File: config.mk
export PLATFORM = sky130hd
export DESIGN_NAME = secuenciador_cafe
export DESIGN_NICKNAME = d
export VERILOG_FILES = /design/src/rtl/secuenciador_cafe.sv
export SDC_FILE = /design/constraint.sdc
export NUM_CORES = 1
export LEC_CHECK = 0
export BUFFER_PORTS_ARGS = -buffer_cell sky130_fd_sc_hd__buf_2
export CAP_MARGIN = 10
export CELL_PAD_IN_SITES_DETAIL_PLACEMENT = 0
export CELL_PAD_IN_SITES_GLOBAL_PLACEMENT = 1
export CORE_AREA = 2 2 53 55
export DETAILED_ROUTE_END_ITERATION = 12
export DIE_AREA = 0 0 55 57
export PLACE_DENSITY = 0.74
export SLEW_MARGIN = 40
export SYNTH_ARGS = -nofsm -noshare
export SYNTH_HDL_FRONTEND = slang
export SYNTH_SLANG_ARGS = --single-unit
File: constraint.sdc
create_clock -name clk_100MHz -period 2.4 [get_ports clk_100MHz]
set_clock_uncertainty 0.15 [all_clocks]
set_input_delay 0.24 -clock clk_100MHz [delete_from_list [all_inputs] [get_ports clk_100MHz]]
set_output_delay 0.24 -clock clk_100MHz [all_outputs]
set_load 0.02 [all_outputs]
File: src/rtl/secuenciador_cafe.sv
// secuenciador_cafe: brew-sequencing FSM that sits in front of the `temporizador` timer.
// It turns a start press and a recipe select into timed stages: heat, coffee, then optional milk.
// For each stage it loads `value`, pulses `start_timer` once, and waits for a rising `t_expired`.
// Optional build macro CUP_COUNTER_EN adds an 8-bit saturating count of completed brews on `tazas`.
// Handshake with the timer: `value` is valid and stable whenever `start_timer` is high and stays
// stable for the whole stage; only a rising edge of `t_expired` completes the stage, and an edge
// that coincides with `start_timer` belongs to the previous run and is discarded.
// The current state is visible on `estado_o` for debug.
module secuenciador_cafe #(
   parameter int unsigned DONE_HOLD = 8
) (
   input  logic       clk_100MHz,
   input  logic       rst,
   input  logic       boton,
   input  logic [1:0] tipo,
   input  logic       agua_ok,
   input  logic       taza_ok,
   input  logic       t_expired,
   output logic [1:0] value,
   output logic       start_timer,
   output logic       heater,
   output logic       pump,
   output logic       milk,
   output logic       busy,
   output logic       done,
   output logic       error,
`ifdef CUP_COUNTER_EN
   output logic [7:0] tazas,
`endif
   output logic [2:0] estado_o
);

   typedef enum logic [2:0] {
      IDLE   = 3'd0,
      HEAT   = 3'd1,
      COFFEE = 3'd2,
      MILK   = 3'd3,
      DONE   = 3'd4,
      ERROR  = 3'd5
   } estado_t;

   localparam int HW = (DONE_HOLD > 1) ? $clog2(DONE_HOLD) : 1;
   localparam logic [HW-1:0] HOLD_LAST = HW'(DONE_HOLD - 1);

   estado_t       state_q, state_d;
   logic [1:0]    tipo_q, tipo_d;
   logic [HW-1:0] hold_q, hold_d;
   logic          boton_q, texp_q;
   logic          boton_ev, exp_ev, stage_exp, sensors_ok;
   logic [1:0]    tipo_eff;

   logic [1:0]    value_q, value_d;
   logic          start_q, start_d;
   logic          heater_q, pump_q, milk_q, busy_q, done_q, error_q;

   // Recipe durations.
   function automatic logic [1:0] dur_heat(input logic [1:0] t);
      return t[1] ? 2'd2 : 2'd3;
   endfunction

   function automatic logic [1:0] dur_coffee(input logic [1:0] t);
      case (t)
         2'd0:    return 2'd2;
         2'd1:    return 2'd3;
         2'd2:    return 2'd2;
         default: return 2'd1;
      endcase
   endfunction

   function automatic logic [1:0] dur_milk(input logic [1:0] t);
      case (t)
         2'd2:    return 2'd3;
         2'd3:    return 2'd2;
         default: return 2'd0;
      endcase
   endfunction

   assign boton_ev   = boton & ~boton_q;
   assign exp_ev     = t_expired & ~texp_q;
   assign stage_exp  = exp_ev & ~start_q;
   assign sensors_ok = agua_ok & taza_ok;
   // While idle the recipe comes straight from the select so HEAT entry can load its duration.
   assign tipo_eff   = (state_q == IDLE) ? tipo : tipo_q;

   // Next-state, recipe latch and hold counter.
   always_comb begin
      state_d = state_q;
      tipo_d  = tipo_q;
      hold_d  = (state_q == DONE) ? hold_q + 1'b1 : '0;
      case (state_q)
         IDLE: begin
            if (boton_ev) begin
               if (sensors_ok) begin
                  state_d = HEAT;
                  tipo_d  = tipo;
               end else begin
                  state_d = ERROR;
               end
            end
         end
         HEAT: begin
            if (!sensors_ok)    state_d = ERROR;
            else if (stage_exp) state_d = COFFEE;
         end
         COFFEE: begin
            if (!sensors_ok)    state_d = ERROR;
            else if (stage_exp) state_d = (dur_milk(tipo_q) != 2'd0) ? MILK : DONE;
         end
         MILK: begin
            if (!sensors_ok)    state_d = ERROR;
            else if (stage_exp) state_d = DONE;
         end
         DONE: begin
            if (hold_q == HOLD_LAST) state_d = IDLE;
         end
         ERROR: begin
            if (boton_ev) state_d = IDLE;
         end
         default: state_d = IDLE;
      endcase
   end

   // Registered outputs are computed from the next state so they line up with the state register.
   always_comb begin
      value_d = 2'd0;
      start_d = 1'b0;
      case (state_d)
         HEAT:    value_d = dur_heat(tipo_eff);
         COFFEE:  value_d = dur_coffee(tipo_eff);
         MILK:    value_d = dur_milk(tipo_eff);
         default: value_d = 2'd0;
      endcase
      if ((state_d == HEAT || state_d == COFFEE || state_d == MILK) && (state_d != state_q))
         start_d = 1'b1;
   end

   // State, edge-detect and output registers.
   always_ff @(posedge clk_100MHz) begin
      if (rst) begin
         state_q  <= IDLE;
         tipo_q   <= 2'd0;
         hold_q   <= '0;
         boton_q  <= 1'b0;
         texp_q   <= 1'b0;
         value_q  <= 2'd0;
         start_q  <= 1'b0;
         heater_q <= 1'b0;
         pump_q   <= 1'b0;
         milk_q   <= 1'b0;
         busy_q   <= 1'b0;
         done_q   <= 1'b0;
         error_q  <= 1'b0;
      end else begin
         state_q  <= state_d;
         tipo_q   <= tipo_d;
         hold_q   <= hold_d;
         boton_q  <= boton;
         texp_q   <= t_expired;
         value_q  <= value_d;
         start_q  <= start_d;
         heater_q <= (state_d == HEAT);
         pump_q   <= (state_d == COFFEE);
         milk_q   <= (state_d == MILK);
         busy_q   <= (state_d == HEAT) || (state_d == COFFEE) || (state_d == MILK);
         done_q   <= (state_d == DONE);
         error_q  <= (state_d == ERROR);
      end
   end

`ifdef CUP_COUNTER_EN
   logic [7:0] tazas_q;

   // Completed brews only: a stage leaving for DONE, saturating at 255.
   always_ff @(posedge clk_100MHz) begin
      if (rst) begin
         tazas_q <= 8'd0;
      end else if ((state_q == COFFEE || state_q == MILK) && state_d == DONE &&
                   tazas_q != 8'hFF) begin
         tazas_q <= tazas_q + 8'd1;
      end
   end

   assign tazas = tazas_q;
`endif

   assign value       = value_q;
   assign start_timer = start_q;
   assign heater      = heater_q;
   assign pump        = pump_q;
   assign milk        = milk_q;
   assign busy        = busy_q;
   assign done        = done_q;
   assign error       = error_q;
   assign estado_o    = state_q;

endmodule

# Word-level counts from Yosys, hierarchy flattened
# Cells that the tools add are included.
[word_totals] ff_bits=19 in_bits=8 output_inout_bits=12 elab_cells=70
[classes] add_sub_neg=1 n_eq_ne=17 muxes=22 bitwise=8 n_reduce_logical=9
[op_table] op="$mux 3" n=11
[op_table] op="$pmux 3 s6" n=1
[op_table] op="$eq 3x3->1 const B" n=5
[op_table] op="$eq 3x2->1 const B" n=4
[op_table] op="$pmux 2 s2" n=3
[op_table] op="$eq 2x2->1 const B" n=4
[op_table] op="$mux 2" n=4
[op_table] op="$eq 3x1->1 const B" n=2
[op_table] op="$pmux 2 s3" n=1
[op_table] op="$and 1x1->1" n=4
[op_table] op="$not 1->1" n=4
[op_table] op="$reduce_or 2->1" n=2
[op_table] op="$add 3x1->3 const B" n=1
[op_table] op="$logic_not 3->1" n=1
[op_table] op="$ne 3x3->1" n=1
[op_table] op="$reduce_and 3->1" n=1
[op_table] op="$eq 2x1->1 const B" n=1
[op_table] op="$logic_not 2->1" n=1
[op_table] op="$logic_or 1x1->1" n=2
[op_table] op="$mux 1" n=2
[op_table] op="$reduce_bool 2->1" n=1
[op_table] op="$logic_and 1x1->1" n=1

# Depth between registers and ports, before layout
[depth] word_depth=16 ltp_mapped=7

# Worst setup path after synthesis
# OpenSTA, ideal clock, no wires.
[synth_path] kind="register to register" from="register start_q, in the netlist start_timer" to="register value_q[0], in the netlist value[0]" setup_ps=74 arrival_ps=1808 t_required_ps=2176 path_slack_ps=368 stages_incl_launch_ff=6 n_path_buf=0 period_less_slack_ps=2032 path_cell_list="dfxtp_1 > or3b_4 > nor4b_2 > o32ai_2 > or4b_1 > a31oi_1"
[synth_between] elab_chain_cells=7
[synth_rtl] item="start: declaration" line_no="53" source="logic start_q, start_d;"
[synth_rtl] item="start signal: assignment" line_no="160" source="start_q <= start_d;"
[synth_rtl] item="$not 1->1 (*)" line_no="80" source="assign stage_exp = exp_ev & ~start_q;"
[synth_rtl] item="$and 1x1->1 (*)" line_no="80"
[synth_rtl] item="$mux 3 (on tied branches)" line_no="111, 103, 107"
[synth_rtl] item="$mux 3 (on tied branches)" line_no="110, 102, 106"
[synth_rtl] item="$pmux 3 s6 (*)" line_no="90" source="case (state_q)"
[synth_rtl] item="$eq 3x2->1 or $eq 3x1->1 (tied branches)" line_no="127" source="case (state_d)"
[synth_rtl] item="$pmux 2 s3 (*)" line_no="127"
[synth_rtl] item="end signal: assignment" line_no="159" source="value_q <= value_d;"
[synth_rtl] item="end: declaration" line_no="52" source="logic [1:0] value_q, value_d;"
# Mark *: on every way between the ends. The rest lies on a longest branch, timed or not.
# A chain may end at the register's enable or synchronous reset.

# Worst setup path after layout
[layout_path] from="input port boton" to="register value_q[0], in the netlist value[0]"
[layout_between] elab_chain_cells=5
[layout_rtl] item="start: declaration" line_no="14" source="input logic boton,"
[layout_rtl] item="$and 1x1->1 (*)" line_no="78" source="assign boton_ev = boton & ~boton_q;"
[layout_rtl] item="$mux 3 (on tied branches)" line_no="117, 92"
[layout_rtl] item="$pmux 3 s6 (*)" line_no="90"
[layout_rtl] item="$eq 3x2->1 or $eq 3x1->1 (tied branches)" line_no="127"
[layout_rtl] item="$pmux 2 s3 (*)" line_no="127"
# Marks and branches as above.

==> out/qor.txt <==
status -> completed
drt total wl -> 1700 um
antenna violations before repair -> 0
die area -> 0.00314 mm2
reg2reg end -> value[0]
TritonCTS clock tree -> built
CP max FO -> 9
part of the cycle the worst path needs -> 91.6%
worst vdd ir -> 0.372 mV
# Post-CTS Setup Buffers -> 0
1st-iter DRT viols -> 11
layout cells sized above 1 -> 27.6%
nets -> 116
Vias -> 674
P_leak -> 0.437 nW
Hold Fails Final Rpt -> 0
clk sink count -> 19
dpl hpwl -> 1240 um
Overflow after GRT -> 0
MaxCap Viol Count -> 0
# rows -> 19
diodes inserted -> 0
Worst Hold Launch -> t_expired
Reg2Reg Depth -> 5
DRT Pass-1 Iters -> 4
reg-to-reg startpoint -> texp_q
Synth Warn # -> 0
input/output buffers -> 19
Critical Path Source -> boton
HP Class -> in -> reg
area share of the largest cell type after synthesis -> 44.8%
Place WS -> 244 ps
WHS Endpoint -> texp_q
CP Capture Type -> flip-flop
IO Pins -> 20
synthesized instance count -> 85
Slew Viols, Final -> 0
synthesized area per cell -> 9.99 um2
gp weighted congestion -> 0.748
Mapped Nets -> 95
Total GRT Usage -> 12.6%
fill count -> 272
pin count of the biggest net entering global routing -> 13
Reg2Reg Setup Slack -> 240 ps
Worst slew margin -> 72.1%
Initial Util -> 32.5%
Critical Path RT -> 2490 ps
clk root buf -> clkbuf_4
Die Ht -> 57 um
P&R area growth vs syn -> 20.3%
Worst EP arrival -> 2280 ps
Die X-Extent -> 55 um
post-route minimum period -> 2200 ps
RSZ-0062 raised after global routing -> false
H-tree Lvls -> 1
core outline area -> 0.00262 mm2
Cell Pwr Density -> 637 mW/mm2
Vias/cell -> 4.96
Power Total -> 0.000651 W
Clk Latency, worst-skew pair -> 300 ps
TritonCTS Buffers -> 3
Distinct cells, synth -> 37
post-layout util -> 39.1%
post-synth top area cell -> dfxtp_1
first-pass GRT wire length -> 2840 um
hold path depth -> 2
final worst setup slack -> 201 ps
vias in the first global route -> 647
critical path class -> in -> reg
post-route ant nets -> 0
Worst-path clk slew -> 120 ps
WL per Instance -> 12.5 um
Slew @ Worst Pin -> 415 ps
Setup TNS Final -> 0 ps
# setup viols final -> 0
clk buf depth -> 2
Synth Cell Area -> 850 um2
residual DRC count -> 0
Startpoint Class -> primary input
post-synthesis register bit count -> 19
Seq/Total Area, Yosys -> 44.8%
Synth area leaders -> dfxtp_1 (45%), mux2i_1 (5.9%), nor2b_1 (4.4%)
Achievable Freq -> 455 MHz
cells in the mapped netlist (all sizes together):
library cell,n
nand3b,2
dfxtp,19
a31oi,1
mux2i,5
a21o,1
or4b,1
nand3,2
o22ai,2
nand2b,1
a211oi,1
inv,3
buf,3
o21bai,1
and3,1
o2bb2ai,1
ha,2
and4,1
nor2,6
clkbuf,3
nor2b,6
o21ai,1
nor3,2
nand2,1
a221oi,2
xnor2,1
nor4b,2
a21oi,2
or3b,2
and2,3
o32ai,1
a211o,2
nor3b,3
o32a,1
cell families (layout without fill, tap and decap cells):
logic type	Yosys count	count (layout)	share of synthesized area, %
xor+xnor	1	1	1.03
simple gates	33	33	25.9
buf+inv	9	29	4.56
compound gates	16	16	14.9
mux	5	5	5.89
flops	19	19	44.8
fa+ha+maj	2	2	2.95
cell type report:
class	count	area (um2)	area share, %
clock buffers	3	22.5	2.20
clock inverters	1	7.51	0.734
flip-flops and latches	19	380	37.2
repair buffers	22	120	11.8
multi-input cells	57	442	43.2
inverters	3	11.3	1.10
well taps	31	38.8	3.79
repair_timing:
action / 4_1_cts / 5_1_grt
hold buffers: 1 / 0
gates resized for setup: 0 / 1
endpoints found under the setup margin: 0 / 2
hold endpoints to repair: 1 / 0
worst max-delay path, stage by stage:
cell           delay (ps)
dlygate4sd3_1         520
buf_2                 100
nor2b_1               320
o32a_1                270
o32ai_4               130
or4b_1                540
a31oi_1               160
worst max path at each step:
stage | endpoint | cells after the start
6_report | value[0] | 7
5_1_grt | start_timer | 8
4_1_cts | start_timer | 8
3_5_place_dp | start_timer | 7
3_3_place_gp | value[0] | 6
2_1_floorplan | value[0] | 5
metal layers:
layer  GRT usage (%)  routed length [um]  vias up
li1                -                   -      348
met5               0                   0        -
met2            18.9                 758       19
met1            16.6                 832      305
met3            4.45                  90        2
met4            4.18                  21        0
state kept, by name (all words and copies together) (netlist names), 2 cells and up:
name and cells:
hold_q 3, value 2, estado_o 3, tipo_q 2
where the power goes:
part | total [W] | switching [W] | internal, W
clock | 0.000167 | 0.000104 | 0.0000634
combinational | 0.000132 | 0.0000741 | 0.0000579
sequential | 0.000352 | 0.0000174 | 0.000335
placed cells by master, fill, tap and decap left out, types with 2 or more instances in the layout:
cell / count
buf_2: 19
nor3_1: 2
nor2b_1: 6
inv_1: 3
buf_4: 2
a211o_1: 2
nor2_1: 6
a21oi_1: 2
nand3b_1: 2
ha_1: 2
dfxtp_1: 19
o22ai_1: 2
nand3_1: 2
nor3b_1: 2
a221oi_1: 2
clkbuf_4: 3
mux2i_1: 5
and2_1: 3
metrics by stage:
stage                     instances  instance area [um2]  hold slack [ps]
after CTS                       136                 1010             8.95
after floorplan                  85                  850              218
after global routing            136                 1020             22.0
after global placement          131                  971              257
after detailed placement        131                  971              268
final                           136                 1020             28.4
No activity file was read; power rests on OpenSTA's default activity.
